$ cat config.mk
export PLATFORM = sky130hd
export DESIGN_NAME = btn_conditioner_flat
export DESIGN_NICKNAME = d
export VERILOG_FILES = /design/src/rtl/btn_pkg.sv /design/src/rtl/btn_conditioner_if.sv /design/src/rtl/btn_channel.sv /design/src/rtl/btn_conditioner.sv /design/src/flat_wrapper.sv
export SDC_FILE = /design/constraint.sdc
export NUM_CORES = 1
export LEC_CHECK = 0
export CORE_AREA = 5 5 141 143
export DETAILED_ROUTE_END_ITERATION = 8
export DIE_AREA = 0 0 146 148
export GPL_ROUTABILITY_DRIVEN = 0
export HOLD_SLACK_MARGIN = 0.1
export PLACE_DENSITY = 0.73
export SLEW_MARGIN = 20
export SYNTH_ARGS = -nofsm -noshare
export SYNTH_HDL_FRONTEND = slang
export SYNTH_SLANG_ARGS = --single-unit
export TNS_END_PERCENT = 30
$ cat constraint.sdc
create_clock -name clk -period 5.4 [get_ports clk]
set_clock_uncertainty 0.05 [all_clocks]
set_input_delay 1.08 -clock clk [delete_from_list [all_inputs] [get_ports clk]]
set_output_delay 1.08 -clock clk [all_outputs]
set_load 0.01 [all_outputs]
$ cat src/rtl/btn_pkg.sv
// Shared definitions for the pushbutton conditioner: channel indices, channel FSM encoding, counter sizing.
package btn_pkg;

    localparam int BTN_L = 0;
    localparam int BTN_R = 1;
    localparam int BTN_U = 2;
    localparam int BTN_D = 3;
    localparam int BTN_C = 4;

    typedef enum logic [1:0] {
        IDLE         = 2'd0,
        WAIT_PRESS   = 2'd1,
        HELD         = 2'd2,
        WAIT_RELEASE = 2'd3
    } btn_state_e;

    // One counter serves debounce and both repeat intervals, so it must hold the largest of them.
    function automatic int cnt_width(int debounce, int delay, int period);
        int m;
        m = debounce;
        if (delay > m) m = delay;
        if (period > m) m = period;
        return $clog2(m + 1);
    endfunction

endpackage

$ cat src/rtl/btn_conditioner_if.sv
// Button bundle between the board pins and the conditioner outputs consumed by cursor/game logic.
interface btn_conditioner_if #(
    parameter int N_BTN = 5
);
    logic [N_BTN-1:0] btn_raw;
    logic [N_BTN-1:0] btn_level;
    logic [N_BTN-1:0] btn_pulse;
    logic             any_press;

    modport master (
        output btn_raw,
        input  btn_level,
        input  btn_pulse,
        input  any_press
    );

    modport slave (
        input  btn_raw,
        output btn_level,
        output btn_pulse,
        output any_press
    );
endinterface

$ cat src/rtl/btn_channel.sv
// One button: 2-flop synchronizer, debounce FSM and optional auto-repeat.
// Press/release accepted after 2 + DEBOUNCE_CYCLES edges; level and pulse are registered.
module btn_channel
    import btn_pkg::*;
#(
    parameter int DEBOUNCE_CYCLES = 1_000_000,
    parameter int REPEAT_DELAY    = 50_000_000,
    parameter int REPEAT_PERIOD   = 15_000_000,
    parameter bit REPEAT_EN       = 1'b1
) (
    input  logic clk,
    input  logic reset,
    input  logic btn_raw,
    output logic btn_level,
    output logic btn_pulse
);

    localparam int CW = cnt_width(DEBOUNCE_CYCLES, REPEAT_DELAY, REPEAT_PERIOD);
    localparam logic [CW-1:0] CNT_ONE  = CW'(1);
    localparam logic [CW-1:0] DB_LAST  = CW'(DEBOUNCE_CYCLES - 1);
    localparam logic [CW-1:0] DLY_LAST = CW'(REPEAT_DELAY - 1);
    localparam logic [CW-1:0] PER_LAST = CW'(REPEAT_PERIOD - 1);

    logic          sync1_q, sync1_d;
    logic          sync2_q, sync2_d;
    btn_state_e    state_q, state_d;
    logic [CW-1:0] cnt_q,   cnt_d;
    logic          phase_q, phase_d;
    logic          level_q, level_d;
    logic          pulse_q, pulse_d;
    logic          s;

    assign s = sync2_q;

    always_comb begin
        sync1_d = btn_raw;
        sync2_d = sync1_q;
        state_d = state_q;
        cnt_d   = cnt_q;
        phase_d = phase_q;
        level_d = level_q;
        pulse_d = 1'b0;
        case (state_q)
            IDLE: begin
                if (s) begin
                    state_d = WAIT_PRESS;
                    cnt_d   = CNT_ONE;
                end
            end
            WAIT_PRESS: begin
                if (!s) begin
                    state_d = IDLE;
                    cnt_d   = '0;
                end else if (cnt_q == DB_LAST) begin
                    state_d = HELD;
                    cnt_d   = '0;
                    phase_d = 1'b0;
                    level_d = 1'b1;
                    pulse_d = 1'b1;
                end else begin
                    cnt_d = cnt_q + CNT_ONE;
                end
            end
            HELD: begin
                if (!s) begin
                    state_d = WAIT_RELEASE;
                    cnt_d   = CNT_ONE;
                end else if (REPEAT_EN) begin
                    // phase_q=0 waits the long first delay, phase_q=1 the shorter period.
                    if (cnt_q == (phase_q ? PER_LAST : DLY_LAST)) begin
                        pulse_d = 1'b1;
                        cnt_d   = '0;
                        phase_d = 1'b1;
                    end else begin
                        cnt_d = cnt_q + CNT_ONE;
                    end
                end else begin
                    cnt_d = '0;
                end
            end
            WAIT_RELEASE: begin
                if (s) begin
                    state_d = HELD;
                    cnt_d   = '0;
                end else if (cnt_q == DB_LAST) begin
                    state_d = IDLE;
                    cnt_d   = '0;
                    level_d = 1'b0;
                end else begin
                    cnt_d = cnt_q + CNT_ONE;
                end
            end
            default: begin
                state_d = IDLE;
                cnt_d   = '0;
            end
        endcase
    end

    always_ff @(posedge clk or posedge reset) begin
        if (reset) begin
            sync1_q <= 1'b0;
            sync2_q <= 1'b0;
            state_q <= IDLE;
            cnt_q   <= '0;
            phase_q <= 1'b0;
            level_q <= 1'b0;
            pulse_q <= 1'b0;
        end else begin
            sync1_q <= sync1_d;
            sync2_q <= sync2_d;
            state_q <= state_d;
            cnt_q   <= cnt_d;
            phase_q <= phase_d;
            level_q <= level_d;
            pulse_q <= pulse_d;
        end
    end

    assign btn_level = level_q;
    assign btn_pulse = pulse_q;

endmodule

$ cat src/rtl/btn_conditioner.sv
// Conditions the board pushbuttons into debounced levels and press/repeat strobes.
// Latency 2 + DEBOUNCE_CYCLES edges per press; no backpressure, outputs are one-cycle strobes.
module btn_conditioner
    import btn_pkg::*;
#(
    parameter int               N_BTN           = 5,
    parameter int               DEBOUNCE_CYCLES = 1_000_000,
    parameter int               REPEAT_DELAY    = 50_000_000,
    parameter int               REPEAT_PERIOD   = 15_000_000,
    parameter logic [N_BTN-1:0] REPEAT_MASK     = N_BTN'(5'b01111)
) (
    input  logic               clk,
    input  logic               reset,
    btn_conditioner_if.slave   io
);

    if (DEBOUNCE_CYCLES < 2) begin : g_bad_debounce
        $error("DEBOUNCE_CYCLES must be at least 2");
    end
    if (REPEAT_DELAY < 2) begin : g_bad_delay
        $error("REPEAT_DELAY must be at least 2");
    end
    if (REPEAT_PERIOD < 2) begin : g_bad_period
        $error("REPEAT_PERIOD must be at least 2");
    end

    logic [N_BTN-1:0] level_w;
    logic [N_BTN-1:0] pulse_w;

    for (genvar i = 0; i < N_BTN; i++) begin : g_ch
        btn_channel #(
            .DEBOUNCE_CYCLES (DEBOUNCE_CYCLES),
            .REPEAT_DELAY    (REPEAT_DELAY),
            .REPEAT_PERIOD   (REPEAT_PERIOD),
            .REPEAT_EN       (REPEAT_MASK[i])
        ) u_ch (
            .clk       (clk),
            .reset     (reset),
            .btn_raw   (io.btn_raw[i]),
            .btn_level (level_w[i]),
            .btn_pulse (pulse_w[i])
        );
    end

    assign io.btn_level = level_w;
    assign io.btn_pulse = pulse_w;
    assign io.any_press = |pulse_w;

endmodule
$ cat src/flat_wrapper.sv
// flat-port wrapper written by rule: the top's interface ports become plain ports
module btn_conditioner_flat import btn_pkg::*;
#(
    parameter int               N_BTN           = 5,
    parameter int               DEBOUNCE_CYCLES = 1_000_000,
    parameter int               REPEAT_DELAY    = 50_000_000,
    parameter int               REPEAT_PERIOD   = 15_000_000,
    parameter logic [N_BTN-1:0] REPEAT_MASK     = N_BTN'(5'b01111)
)
  (clk, reset, io_btn_raw, io_btn_level, io_btn_pulse, io_any_press);
  btn_conditioner_if #(.N_BTN(N_BTN)) io_i ();
  input  logic clk;
  input  logic reset;
  input wire logic [$bits(io_i.btn_raw)-1:0] io_btn_raw;
  output wire logic [$bits(io_i.btn_level)-1:0] io_btn_level;
  output wire logic [$bits(io_i.btn_pulse)-1:0] io_btn_pulse;
  output wire logic [$bits(io_i.any_press)-1:0] io_any_press;
  assign io_i.btn_raw = io_btn_raw;
  assign io_btn_level = io_i.btn_level;
  assign io_btn_pulse = io_i.btn_pulse;
  assign io_any_press = io_i.any_press;
  btn_conditioner #(.N_BTN(N_BTN), .DEBOUNCE_CYCLES(DEBOUNCE_CYCLES), .REPEAT_DELAY(REPEAT_DELAY), .REPEAT_PERIOD(REPEAT_PERIOD), .REPEAT_MASK(REPEAT_MASK)) u_core (.clk(clk), .reset(reset), .io(io_i));
endmodule
## Word level (Yosys, flattened, before mapping)

Cells that the tools add are included.

- Add/subtract/negate cells: 5
- Multiply operators: 0
- Div/mod/pow operators: 0
- $lt $le $gt $ge: 0
- Equal/unequal tests: 72
- Shift operators: 0
- Muxes and demuxes: 137
- Bitwise operators: 0
- Reduce and logical (&&, ||, !) cells: 29

Operator list:

| operator | count |
|---|---|
| $mux W26 | 32 |
| $pmux W26 S4 | 5 |
| $add A26 B1 Y26 const B | 5 |
| $eq A26 B20 Y1 const B | 5 |
| $eq A26 B26 Y1 | 4 |
| $ne A2 B2 Y1 const B | 38 |
| $mux W2 | 30 |
| $mux W1 | 52 |
| $reduce_and A5 Y1 | 9 |
| $pmux W2 S4 | 5 |
| $ne A3 B3 Y1 const B | 10 |
| $pmux W1 S2 | 13 |
| $eq A2 B2 Y1 const B | 10 |
| $reduce_and A4 Y1 | 5 |
| $reduce_bool A2 Y1 | 9 |
| $eq A2 B1 Y1 const B | 5 |
| $logic_not A2 Y1 | 5 |
| $reduce_or A5 Y1 | 1 |

- Register bits: 164
- Bits in latches: 0
- Bits in writable memories: 0
- Memory bits (read-only): 0
- Bits of input ports: 7
- Output and inout port bits: 11
- Word-level logic and storage cells: 277
- Memories: 0

## Longest topological paths before layout

Gate-level depths: netlist of run 1.

- Depth in word-level cells: 5
- Mapped depth: 10
- Mapped depth without buffers: 8

## Modules after synthesis

Synthesis of run 1 repeated with hierarchy kept, for this count alone.

- Cell total of the unflattened synthesis: 1,121
- Area total of the unflattened synthesis: 10,123.5 µm²

Modules (own cells, without submodules):

| module | times used | cells each | area an instance (µm²) | seq. area each (µm²) |
|---|---|---|---|---|
| btn_channel at u_core.g_ch[1].u_ch ... | 2 | 229 | 2,078.2 | 825.8 |
| btn_channel at u_core.g_ch[3].u_ch | 1 | 227 | 2,045.7 | 825.8 |
| btn_channel at u_core.g_ch[0].u_ch | 1 | 230 | 2,024.4 | 825.8 |
| btn_channel at u_core.g_ch[4].u_ch | 1 | 203 | 1,884.3 | 800.8 |
| btn_conditioner | 1 | 3 | 12.5 | 0.0 |

## Worst setup path before layout of run 1

No wires, ideal clock.

- Kind: register to register
- From: register u_core.g_ch[2].u_ch.cnt_q[0]
- To: register u_core.g_ch[2].u_ch.cnt_q[14]
- Arrival time: 2,184 ps
- Required time: 5,198 ps
- Slack: 3,014 ps
- Stages on the path, launching flop included: 10
- Path buffers: 2
- Path through: dfrtp_1 > ha_1 > and4_1 > clkbuf_1 > nand3_1 > o41ai_4 > a21oi_2 > buf_2 > o311ai_0 > o311ai_0

- Word-level cells in the longest chain between the ends: 4

RTL lines:

| element | RTL line | source |
|---|---|---|
| start: declaration | btn_channel.sv:27 | `logic [CW-1:0] cnt_q, cnt_d;` |
| start signal: assignment | btn_channel.sv:113 | `cnt_q <= cnt_d;` |
| $add A26 B1 Y26, or another cell as far along | btn_channel.sv:61, btn_channel.sv:75, btn_channel.sv:90 |  |
| $mux W26 (on tied branches) | btn_channel.sv:54, btn_channel.sv:85, btn_channel.sv:70 |  |
| $mux W26 (on tied branches) | btn_channel.sv:82, btn_channel.sv:51, btn_channel.sv:65 |  |
| $pmux W26 S4 * | btn_channel.sv:43 | `case (state_q)` |

Every way passes the cells marked *; elsewhere a longest branch is shown, timed or not.
A chain may end at the register's enable or synchronous reset.

## Worst setup path in the final report of run 1

- From: register u_core.g_ch[1].u_ch.cnt_q[10]
- To: register u_core.g_ch[1].u_ch.cnt_q[13]

- Word-level cells in the longest chain between the ends: 4

RTL lines:

| element | RTL line |
|---|---|
| start: declaration | btn_channel.sv:27 |
| start signal: assignment | btn_channel.sv:113 |
| $add A26 B1 Y26, or another cell as far along | btn_channel.sv:61, btn_channel.sv:75, btn_channel.sv:90 |
| $mux W26 (on tied branches) | btn_channel.sv:54, btn_channel.sv:85, btn_channel.sv:70 |
| $mux W26 (on tied branches) | btn_channel.sv:82, btn_channel.sv:51, btn_channel.sv:65 |
| $pmux W26 S4 * | btn_channel.sv:43 |

Marked as above.

==> results of run 1 <==
cells by family after synthesis:
kind of cell	Yosys count	synth area share
flops	164	0.4145
xor+xnor	19	0.01681
mux	10	0.01036
simple gates	523	0.2809
fa+ha+maj	25	0.03159
buf+inv	116	0.05269
compound gates	280	0.1932
path summary, 6_finish.rpt:
| path | start | endpoint | cells past startpoint |
|---|---|---|---|
| max reg2reg | u_core.g_ch[1].u_ch.cnt_q[10] | u_core.g_ch[1].u_ch.cnt_q[13] | 6 |
| min | u_core.g_ch[3].u_ch.sync1_q | u_core.g_ch[3].u_ch.s | 0 |
| min in group asynchronous | reset | u_core.g_ch[0].u_ch.cnt_q[17] | 3 |
| min reg2reg | u_core.g_ch[3].u_ch.sync1_q | u_core.g_ch[3].u_ch.s | 0 |
| max in group asynchronous | reset | u_core.g_ch[4].u_ch.cnt_q[0] | 3 |
| max | u_core.g_ch[1].u_ch.cnt_q[10] | u_core.g_ch[1].u_ch.cnt_q[13] | 6 |
worst max-delay path, stage by stage, from the launching register on:
cell and delay, ps:
dfrtp_1 460, nor4b_2 380, nand2_1 110, o31ai_1 720, o21ai_2 350, nand2_1 510
o311ai_0 200
per-stage QoR:
step	total power (W)	instances
floorplan	0.002296	1137
global placement	0.002532	1323
detailed placement	0.002546	1323
CTS	0.003782	1355
global route	0.004003	1355
finish	0.003759	1355
metal layers:
layer  part of all wire  vias up
met3              0.048       23
met5                  0        -
met2               0.45      228
met4              0.011        0
li1                   -     4203
met1               0.49     4159
sequential cells by signal, indices dropped and copies added, names as in the netlist, named ones only:
name                        flops
u_core.g_ch.u_ch.btn_level      5
u_core.g_ch.u_ch.btn_pulse      5
u_core.g_ch.u_ch.cnt_q        130
u_core.g_ch.u_ch.phase_q        4
u_core.g_ch.u_ch.s              5
u_core.g_ch.u_ch.state_q        5
u_core.g_ch.u_ch.sync1_q        5
synthesized netlist by cell type (20+ instances only):
library cell and count:
nor3_1 27, o31ai_1 26, nor2_1 67, and3_1 22, inv_1 42, a21oi_1 29, nor4_1 25, a31oi_1 34
nand3_1 83, nand4_1 32, or3_1 20, o21ai_0 78, nand2_1 144, buf_2 20, clkbuf_1 35, dfrtp_1 164
o311ai_0 22, ha_1 25
cell type report:
cell class	instances	area, µm²
Clock buffer	19	442.9
Inverter	42	161.4
Tap cell	234	292.8
Sequential cell	164	4104
Timing Repair Buffer	26	250.2
Multi-Input combinational cell	857	5288
Clock inverter	13	147.6
Fill cell	1600	7769
power groups by stage:
stage               logic (W)  clock network [W]  registers [W]
CTS                   0.00115            0.00125        0.00138
detailed placement    0.00114                  0        0.00140
global placement      0.00113                  0        0.00140
floorplan            0.000912                  0        0.00138
finish                0.00115            0.00122        0.00138
global route          0.00130            0.00130        0.00140
==> reports/metrics.cfg, run 1 <==
[place]
place_area_mm2=0.01009
hpwlAfterDp_mm=14.98
place_ws_ps=2108
port_buffers=17

[die]
io_pins=18
die_x_um=146
dieArea_mm2=0.02161
die_h_um=148
core_area_mm2=0.01846
rows=50
start_util=0.5365

[sta]
setup_viol=0
period_share=0.5440
worstMarginPinSlew_ps=1045
timing.hold.ws_ps=297.9
setup_ws_ps=2462
max_slew_margin=0.3022
fmax_mhz=340.4
fin_setup_tns_ps=0
slew_violations=0
rsz0062_at_grt=false
min_period_ps=2938
finalHoldViolations=0

[clock_network]
htreeDepth=4
hold_buffers=0
clk_pin_slew_ps=70
clock_sinks=164
cts_max_path_buffers=2
ctsResizeCount=0
cts_setup_buffers=0
clock_latency_ps=430
cts_tree=built
cts_buffers=17
root_buffer=clkbuf_16

[logic_synthesis]
synth_top_area_share=0.4145
ys_types=73
ys_warn_count=0
netlist_area_mm2=0.009902
netlist.top_cell.by_area=dfrtp_1
postSynthCellCount=1137
ys_top_cells_by_area=dfrtp_1, nand2_1, nand3_1
synth_enable_flop_cells=0
yosysSeqAreaShare=0.4145
synthArstFlopShare=1.000
synthFlopType=dfrtp_1
synth.net_count=1169
ys_ff_latch=164
syn_avg_cell_area_um2=8.709

[grt]
grt_use_met3=0.04169
antenna_found_initial=0
grt_pass1_vias=7699
top_usage_layer=met2
grt_pass1_wl_mm=38.47
grt_overflow_total=0
met1_usage=0.3145
use_met2=0.3166
grt_max_degree=165
grt_usage=0.2108

[final_layout]
drive_above_1_share=0.05709
n_antenna_cell=0
final_common_cell=dfrtp_1
final_cell_mix=dfrtp_1, nand2_1, nand3_1
syn_to_final_growth_pct=7.923
nets=1140
final_core_util=0.5791
fin_area_mm2=0.01069

[worst_setup_path]
cp-end-kind=flip-flop
arrival_ps=3170
start_kind=flip-flop
worstPathRequired_ps=5630
path_class=flip-flop to flip-flop
crit_path_max_fanout=15
r2r_slack_ps=2460

[power]
ir_drop_mv=0.2654
powerDensity_mw_per_mm2=351.7
p_sw_frac=0.3700
leakagePower_nw=4.242
internal_power_w=0.002368
p_sw_w=0.001391
pwr-share-clk=0.326
comb_power_share=0.307
seqPwrFrac=0.368

[job]
maxCapViolations=0

[route]
vias_per_cell=6.356
routedWlPerCell_um=16.54
first_iter_violations=853
drc=0
ant_nets=0
dr.pass1.iters=5
wirelength_mm=22.41
vias=8613

[status]
status=finished, final reports clean

[hold_path]
min_path_type=flip-flop to flip-flop

Power figures use the tool's default switching activity.
==> run 2: changes to the inputs <==
--- a/config.mk
+++ b/config.mk
@@ -10,7 +10,7 @@
 export DIE_AREA = 0 0 146 148
 export GPL_ROUTABILITY_DRIVEN = 0
 export HOLD_SLACK_MARGIN = 0.1
-export PLACE_DENSITY = 0.73
+export PLACE_DENSITY = 0.7
 export SLEW_MARGIN = 20
 export SYNTH_ARGS = -nofsm -noshare
 export SYNTH_HDL_FRONTEND = slang
==> constraint.sdc (replaced) <==
create_clock -name clk -period 2.9 [get_ports clk]
set_clock_uncertainty 0.05 [all_clocks]
set_input_delay 0.58 -clock clk [delete_from_list [all_inputs] [get_ports clk]]
set_output_delay 0.58 -clock clk [all_outputs]
set_load 0.01 [all_outputs]
==> reports/metrics.cfg, run 2 (synthesis gave the netlist of run 1 again) <==
[final_layout]
n_antenna_cell=0  ; unchanged
regArea_mm2=0.004104  ; unchanged
regMostFlops=u_core.g_ch.u_ch.cnt_q
syn_to_final_growth_pct=10.29
drive_above_1_share=0.07193  ; +0.01484
largest_reg_flops=130  ; unchanged
multi_input_area_mm2=0.005284  ; about the same
final_common_cell=dfrtp_1
fill_cells=1585  ; -0.94%
final_cell_mix=dfrtp_1, nand2_1, nand3_1
nets=1159  ; +1.7%

[clock_network]
cts_buffers=17  ; unchanged
clock_sinks=164  ; unchanged
cts_tree=built
ctsResizeCount=0  ; unchanged
cts_max_path_buffers=2  ; unchanged
clock_latency_ps=430  ; about the same
htreeDepth=4  ; unchanged
clk_pin_slew_ps=70  ; about the same
hold_buffers=0  ; unchanged
cts_setup_buffers=0  ; unchanged
root_buffer=clkbuf_16

[worst_setup_path]
cp-end-kind=flip-flop
start_kind=flip-flop
r2r-start=u_core.g_ch[1].u_ch.cnt_q[17]
crit_start=u_core.g_ch[1].u_ch.cnt_q[17]
worstPathRequired_ps=3160  ; -2470 ps
path_class=flip-flop to flip-flop
crit_path_max_fanout=9  ; -6
arrival_ps=2900  ; -270 ps

[route]
ant_nets=0  ; unchanged
dr.pass1.iters=5  ; unchanged
wirelength_mm=22.81  ; +1.8%
vias_per_cell=6.263  ; -1.5%
drc=0  ; unchanged
routedWlPerCell_um=16.60  ; +0.39%
vias=8606  ; -0.081%
first_iter_violations=709  ; -17%

[sta]
finalHoldViolations=0  ; unchanged
rsz0062_at_grt=false
worstMarginPinSlew_ps=703.8  ; -340.9 ps
setup_viol=0  ; unchanged
max_slew_margin=0.5308  ; +0.2287
fmax_mhz=380.1  ; +12%
slew_violations=0  ; unchanged
setup_ws_ps=269.4  ; -2193 ps
fin_setup_tns_ps=0  ; unchanged
period_share=0.9071  ; +0.3631
min_period_ps=2631  ; -306.9 ps

[power]
leakagePower_nw=4.371  ; +3.0%
p_sw_w=0.002574  ; +85%
comb_power_share=0.304  ; -0.003
pwr-share-clk=0.348  ; +0.022
internal_power_w=0.004835  ; +100%
seqPwrFrac=0.348  ; -0.020
powerDensity_mw_per_mm2=678.4  ; +93%
ir_drop_mv=0.5613  ; +110%
p_sw_frac=0.3474  ; -0.02263

[job]
maxCapViolations=0  ; unchanged

[die]
dieArea_mm2=0.02161  ; unchanged
start_util=0.5365  ; unchanged
rows=50  ; unchanged
io_pins=18  ; unchanged
die_h_um=148  ; unchanged
die_x_um=146  ; unchanged
core_area_mm2=0.01846  ; unchanged

[grt]
grt_pass1_vias=8079  ; +4.9%
grt_max_degree=93  ; -44%
grt_usage=0.2172  ; +0.006430
antenna_found_initial=0  ; unchanged
grt_overflow_total=0  ; unchanged
grt_pass1_wl_mm=39.70  ; +3.2%

[hold_path]
min_from=u_core.g_ch[0].u_ch.sync1_q
min_path_type=flip-flop to flip-flop

[place]
place_ws_ps=228.6  ; -1879 ps
port_buffers=17  ; unchanged
hpwlAfterDp_mm=15.55  ; +3.8%

[status]
status=finished, final reports clean

run 2: per-stage QoR:
| stage | std cells | hold slack [ps] | instance area (µm²) | power [W] | utilization |
|---|---|---|---|---|---|
| 6_report | 1374 | 297.9 | 10920 | 0.007409 | 0.5917 |
| 5_1_grt | 1374 | 303.2 | 10920 | 0.007862 | 0.5917 |
| 4_1_cts | 1374 | 300.0 | 10920 | 0.007453 | 0.5916 |
| 3_5_place_dp | 1342 | 285.6 | 10240 | 0.004841 | 0.5551 |
| 3_3_place_gp | 1342 | 282.3 | 10240 | 0.004800 | 0.5551 |
| 2_1_floorplan | 1137 | 281.2 | 9906 | 0.004275 | - |
run 2: worst max-delay path, cell delays in order (launching register included):
cell and delay (ps):
dfrtp_1 460, or4b_2 700, mux2i_1 200, and4_1 310, o21a_1 300, nor2_2 160
a221o_1 330
run 2: final timing paths:
check | to | slack, ps | depth (start not counted)
setup / recovery | u_core.g_ch[1].u_ch.cnt_q[22] | 270 | 6
hold / removal | u_core.g_ch[0].u_ch.s | 300 | 0
setup reg to reg | u_core.g_ch[1].u_ch.cnt_q[22] | 270 | 6
hold reg to reg | u_core.g_ch[0].u_ch.s | 300 | 0
max in group asynchronous | u_core.g_ch[2].u_ch.cnt_q[20] | 1740 | 3
min in group asynchronous | u_core.g_ch[0].u_ch.btn_level | 350 | 2
run 2: per-layer routing:
| metal | global-route usage | share of wire | up-vias |
|---|---|---|---|
| met5 | 0 | 0 | - |
| li1 | - | - | 4241 |
| met3 | 0.04476 | 0.039 | 28 |
| met4 | 0.06162 | 0.016 | 0 |
| met1 | 0.3098 | 0.49 | 4148 |
| met2 | 0.3382 | 0.45 | 189 |
run 2: power by group through the flow:
stage	clock network [W]	registers (W)	logic, W
4_1_cts	0.00263	0.00258	0.00224
3_3_place_gp	0	0.00261	0.00219
3_5_place_dp	0	0.00262	0.00223
2_1_floorplan	0	0.00258	0.00170
6_report	0.00258	0.00258	0.00225
5_1_grt	0.00273	0.00260	0.00253
run 2: layout make-up:
class                      count  share of cell area
tap                          234             0.02681
inverter                      42             0.01478
timing repair buffer          45             0.03712
sequential                   164              0.3758
multi-input combinational    857              0.4838
clock buffer                  20             0.04090
clock inverter                12             0.02074
==> RTL change 1: new RTL, config.mk and constraints of run 2 <==
The 4 states of `btn_state_e` get a one-hot encoding in 4 bits.
--- a/src/rtl/btn_pkg.sv
+++ b/src/rtl/btn_pkg.sv
@@ -7,11 +7,11 @@
     localparam int BTN_D = 3;
     localparam int BTN_C = 4;
 
-    typedef enum logic [1:0] {
-        IDLE         = 2'd0,
-        WAIT_PRESS   = 2'd1,
-        HELD         = 2'd2,
-        WAIT_RELEASE = 2'd3
+    typedef enum logic [3:0] {
+        IDLE         = 4'b0001,
+        WAIT_PRESS   = 4'b0010,
+        HELD         = 4'b0100,
+        WAIT_RELEASE = 4'b1000
     } btn_state_e;
 
     // One counter serves debounce and both repeat intervals, so it must hold the largest of them.
Behaviour: no difference found for any inputs over 4 cycles, from zero or initial values and one cycle with reset high; so few cycles prove little.
==> RTL change 1 against run 2 <==
Cell area grew 2.9%. Synthesized cell count grew 2.7%. Synthesized area grew 2.2%. Via count grew 1.1%. Worst hold slack gained 0.51 ps. Routed wire length shrank 0.79%. Worst setup slack lost 49 ps. Sequential cell count grew 10. Highest routed layer unchanged. Core utilization grew 1.7 points.
Power is not compared: it rests on default switching activity, and its combinational part moved more than twofold at a synthesized area within 25%.
==> RTL change 1: results (changes against run 2) <==
* Fillers at 1615 (+1.9%)
* Cell variety after synth at 73 (unchanged)
* Number of diodes at 0 (unchanged)
* Post-synthesis mux area share at 0.210% (-0.83 points)
* Post-Synth XOR/XNOR Area at 2.25% (+0.57 points)
* Largest net degree at the start of global routing at 63 (-32%)
* Number of global-route vias before repair at 8160 (+1.0%)
* Comb pwr at 0.488 mW
* Register area share after synthesis at 43.1% (+1.6 points)
* CP max-delay cell: a2111oi_4
* Compound-Gate Fraction of Synth Area at 19.7% (+0.38 points)
* Top Registers: u_core.g_ch.u_ch.cnt_q: 130 flops, u_core.g_ch.u_ch.state_q: 20 flops
* Initial antenna violation count at 0 (unchanged)
* Delay-heaviest family, CP: compound AO/OA/AOI/OAI gates
* Reg2reg path depth at 7 (+1)
* Leak pwr at 4.79 nW
* Crit-path max cell delay at 460 ps (-240 ps)
* R2R Setup Slk at 220 ps (-50 ps)
* Post-synth top cells: dfrtp_1 (169), nand2_1 (117), o21ai_0 (100), nor2_1 (92), nand3_1 (60)
* Async S/R FF share, synth at 100% (unchanged)
* Avg WL per Cell at 16.0 µm (-3.7%)
* Post-CTS Setup Bufs at 0 (unchanged)
* Clock Power at 2.48 mW
* Post-DP Area at 10600 µm² (+3.4%)
* Top fanout value on the critical path at 15 (+6)
* Clock Path Buffers at 2 (unchanged)
* CTS Root Cell: clkbuf_16
* Status: finished, final reports clean
* Main area contributors after synthesis: dfrtp_1 (42%), o21ai_0 (4.9%), nand2_1 (4.3%), nor2_1 (3.4%), a21o_1 (3.3%)
* Half-perimeter wire length after placement at 15.4 mm (-1.2%)
* GR Util All Layers at 21.5% (-0.18 points)
* Num CTS Buffers at 17 (unchanged)
* Buffers on Ports at 17 (unchanged)
* Yosys warns at 0 (unchanged)
* Layout cells sized above 1 at 8.13% (+0.94 points)
* Nets@finish at 1180 (+1.8%)
* Critical path data arrival time at 2940 ps (+40 ps)
* First-pass GRT wire length at 39.5 mm (-0.61%)
* Drt initial violations at 716 (+0.99%)
* Post-CTS Resized at 0 (unchanged)
* Hold WC Path Type: flop to flop
* Clk_lat worst skew at 430 ps (about the same)
* Worst Hold Path Cells at 0 (unchanged)
* Maximum VDD drop at 0.401 mV
* Total number of vias at 8698 (+1.1%)
* Pre-antenna DRT Iters at 5 (unchanged)
* Max reg flops at 130 (unchanged)
* Post-Synth Adder-Cell Area at 0.618% (-2.5 points)
* CTS clk-pin slew, worst paths at 70 ps (about the same)
* Switching part of the total at 25.2%
* Worst Max-Slew Pin Slew at 853 ps (+150 ps)
* H-Tree Depth at 4 (unchanged)
[RTL change 1: logic make-up (layout without fill, tap and decap cells)]
logic type      count (synthesis)  after routing
simple gates                  557            557
fa+ha+maj                       5              5
compound gates                301            301
flops                         174            174
buf+inv                       103            116
mux                             2              2
xor+xnor                       26             26
[RTL change 1: worst paths after layout]
path / start / end
worst max-delay path: u_core.g_ch[2].u_ch.cnt_q[20] / u_core.g_ch[2].u_ch.cnt_q[6]
worst min-delay path: u_core.g_ch[1].u_ch.sync1_q / u_core.g_ch[1].u_ch.s
worst max register to register: u_core.g_ch[2].u_ch.cnt_q[20] / u_core.g_ch[2].u_ch.cnt_q[6]
worst min register to register: u_core.g_ch[1].u_ch.sync1_q / u_core.g_ch[1].u_ch.s
max in group asynchronous: reset / u_core.g_ch[1].u_ch.state_q[0]
min in group asynchronous: reset / u_core.g_ch[3].u_ch.cnt_q[25]
[RTL change 1: layout make-up]
cell class,instances,area share (%)
well taps,234,2.61
flip-flops and latches,174,38.8
clock buffers,19,4.03
inverters,33,1.14
clock inverters,13,1.67
multi-input cells,891,47.3
repair buffers,51,4.45
[RTL change 1: stage by stage]
stage | hold slack, ps | util, % | cells | power [mW] | setup slack [ps]
after CTS | 300 | 60.9 | 1415 | 5.61 | 219
final | 298 | 60.9 | 1415 | 5.55 | 220
after floorplan | 281 | - | 1168 | 2.95 | 49.4
after detailed placement | 285 | 57.4 | 1383 | 3.11 | 263
after global placement | 283 | 57.4 | 1383 | 3.10 | 327
after global routing | 304 | 60.9 | 1415 | 5.80 | 75.4
[RTL change 1: layer usage]
| layer | GRT usage (%) | routed length [µm] |
|---|---|---|
| met5 | 0 | 0 |
| met4 | 5.36 | 223 |
| met3 | 3.99 | 833 |
| met2 | 34.8 | 10600 |
| met1 | 30.3 | 10900 |
==> RTL change 2: new RTL, config.mk and constraints of run 2 <==
Without the edit above. `REPEAT_DELAY` is set to 50_000_000 in 3 places; all go to 12_500_000.
--- a/src/rtl/btn_channel.sv
+++ b/src/rtl/btn_channel.sv
@@ -4,7 +4,7 @@
     import btn_pkg::*;
 #(
     parameter int DEBOUNCE_CYCLES = 1_000_000,
-    parameter int REPEAT_DELAY    = 50_000_000,
+    parameter int REPEAT_DELAY    = 12_500_000,
     parameter int REPEAT_PERIOD   = 15_000_000,
     parameter bit REPEAT_EN       = 1'b1
 ) (
--- a/src/rtl/btn_conditioner.sv
+++ b/src/rtl/btn_conditioner.sv
@@ -5,7 +5,7 @@
 #(
     parameter int               N_BTN           = 5,
     parameter int               DEBOUNCE_CYCLES = 1_000_000,
-    parameter int               REPEAT_DELAY    = 50_000_000,
+    parameter int               REPEAT_DELAY    = 12_500_000,
     parameter int               REPEAT_PERIOD   = 15_000_000,
     parameter logic [N_BTN-1:0] REPEAT_MASK     = N_BTN'(5'b01111)
 ) (
--- a/src/flat_wrapper.sv
+++ b/src/flat_wrapper.sv
@@ -3,7 +3,7 @@
 #(
     parameter int               N_BTN           = 5,
     parameter int               DEBOUNCE_CYCLES = 1_000_000,
-    parameter int               REPEAT_DELAY    = 50_000_000,
+    parameter int               REPEAT_DELAY    = 12_500_000,
     parameter int               REPEAT_PERIOD   = 15_000_000,
     parameter logic [N_BTN-1:0] REPEAT_MASK     = N_BTN'(5'b01111)
 )
Check against the original RTL: no difference found for any inputs over 4 cycles, from zero or initial values and one cycle with reset high; that may be too few to reach the edited logic, so the function may still have changed.
==> RTL change 2 against run 2 <==
Worst setup slack better by 38 ps. Sequential share of layout area is 0.13 points higher. Sequential cell count is 10 lower. Fmax is 1.5% higher. Synthesized area is 6.9% lower. Clock power is 11% lower. Non-clock buffer count is 5 lower. Count of clock-buffer cells in the layout is 2 lower. First-iteration DRC count is 17% lower. Cell area is 6.4% lower. Routed wire length is 10% lower. Worst hold slack better by 1.8 ps. Power is 11% lower.
==> RTL change 2: results (changes against run 2) <==
* Final non-clock buffer share at 3.72% (+0.0097 points)
* Wire length on met2 at 9.67 mm (-6.2%)
* Drt initial violations at 589 (-17%)
* Status: finished, final reports clean
* Max reg flops at 120 (-7.7%)
* Fillers at 1658 (+4.6%)
* Clock Path Buffers at 2 (unchanged)
* Main area contributors after synthesis: dfrtp_1 (42%), o21ai_0 (6.6%), nand2_1 (5.3%), nand3_1 (3.7%), ha_1 (3.4%)
* Sequential cell count at 154 (-6.1%)
* Leak pwr at 4.32 nW (-1.2%)
* Buffers on Ports at 17 (unchanged)
* Post-synth top cells: dfrtp_1 (154), nand2_1 (129), o21ai_0 (121), nand3_1 (68), nor2_1 (62)
* Min-delay src: u_core.g_ch[3].u_ch.sync1_q
* Hold Crit Endpoint: u_core.g_ch[3].u_ch.s
* Top sig layer: met4
* Multi-input logic area at 4970 µm² (-5.9%)
* Cell variety after synth at 71 (-2.7%)
* GR Util All Layers at 19.6% (-2.1 points)
* RR Endpoint: u_core.g_ch[2].u_ch.cnt_q[15]
* First-pass GRT wire length at 35.9 mm (-9.7%)
* Largest net degree at the start of global routing at 64 (-31%)
* R2R Setup Slk at 310 ps (+40 ps)
* Post-CTS Setup Bufs at 0 (unchanged)
* Register Area at 3850 µm² (-6.1%)
* Nets@finish at 1094 (-5.6%)
* Met3 Resource Use GR at 4.05% (-0.43 points)
* Multi-In Gates at 815 (-4.9%)
* Origin of the worst setup path: u_core.g_ch[2].u_ch.cnt_q[0]
* Via-per-instance ratio at 6.06 (-3.2%)
* Comb pwr at 1.85 mW (-18%)
* Maximum VDD drop at 0.419 mV (-25%)
* CP max-delay cell: or4_1
* Top reg by flops: u_core.g_ch.u_ch.cnt_q
* Met3 wire length at 869 µm (-3.6%)
* Register area share after synthesis at 41.8% (+0.35 points)
* Met1 Use GR at 27.1% (-3.9 points)
* Non-CTS buffers at 40 (-11%)
* Clk_lat worst skew at 430 ps (about the same)
* CLK BUF at 18 (-10%)
* Layout cells sized above 1 at 7.01% (-0.18 points)
* Critical path data arrival time at 2850 ps (-50 ps)
* DRC Markers at 0 (unchanged)
* Reg2reg path depth at 7 (+1)
* Non-Clock Inverter Count at 34 (-19%)
* Top fanout value on the critical path at 34 (+25)
* GR Util met2 at 31.8% (-2.0 points)
* CTS clk-pin slew, worst paths at 60 ps
* WL met1 at 9.82 mm (-13%)
* Int Pwr at 4.37 mW (-9.5%)
* Half-perimeter wire length after placement at 14.1 mm (-9.3%)
* Crit-path max cell delay at 580 ps (-120 ps)
* Clock-cell share of area at 5.78% (-0.39 points)
* Worst rel slew slack at 49.1% (-4.0 points)
* Initial antenna violation count at 0 (unchanged)
* Async S/R FF share, synth at 100% (unchanged)
* Number of global-route vias before repair at 7415 (-8.2%)
* Drt total wl at 20.5 mm (-10%)
[RTL change 2: stage by stage]
| step | hold slack, ps | cell area (µm²) | worst slack [ps] | total power, mW | cells |
|---|---|---|---|---|---|
| floorplan | 281 | 9230 | 325 | 3.86 | 1058 |
| detailed placement | 292 | 9630 | 330 | 4.30 | 1277 |
| finish | 300 | 10200 | 307 | 6.57 | 1304 |
| global placement | 284 | 9630 | 395 | 4.26 | 1277 |
| CTS | 302 | 10200 | 309 | 6.62 | 1304 |
| global route | 308 | 10200 | 134 | 6.97 | 1304 |
[RTL change 2: logic make-up after synthesis]
kind of cell	after synthesis	synth area share (%)
compound gates	269	18.3
xor+xnor	36	3.42
fa+ha+maj	25	3.39
buf+inv	89	4.40
flops	154	41.8
mux	8	0.882
simple gates	477	27.8
[RTL change 2: worst max-delay path, delay by kind of cell (launching register included)]
kind,cells,cell delay (ps)
adders and majority gates,1,270
and+or+nand+nor,3,830
AOI/OAI and AO/OA,3,910
DFF,1,410
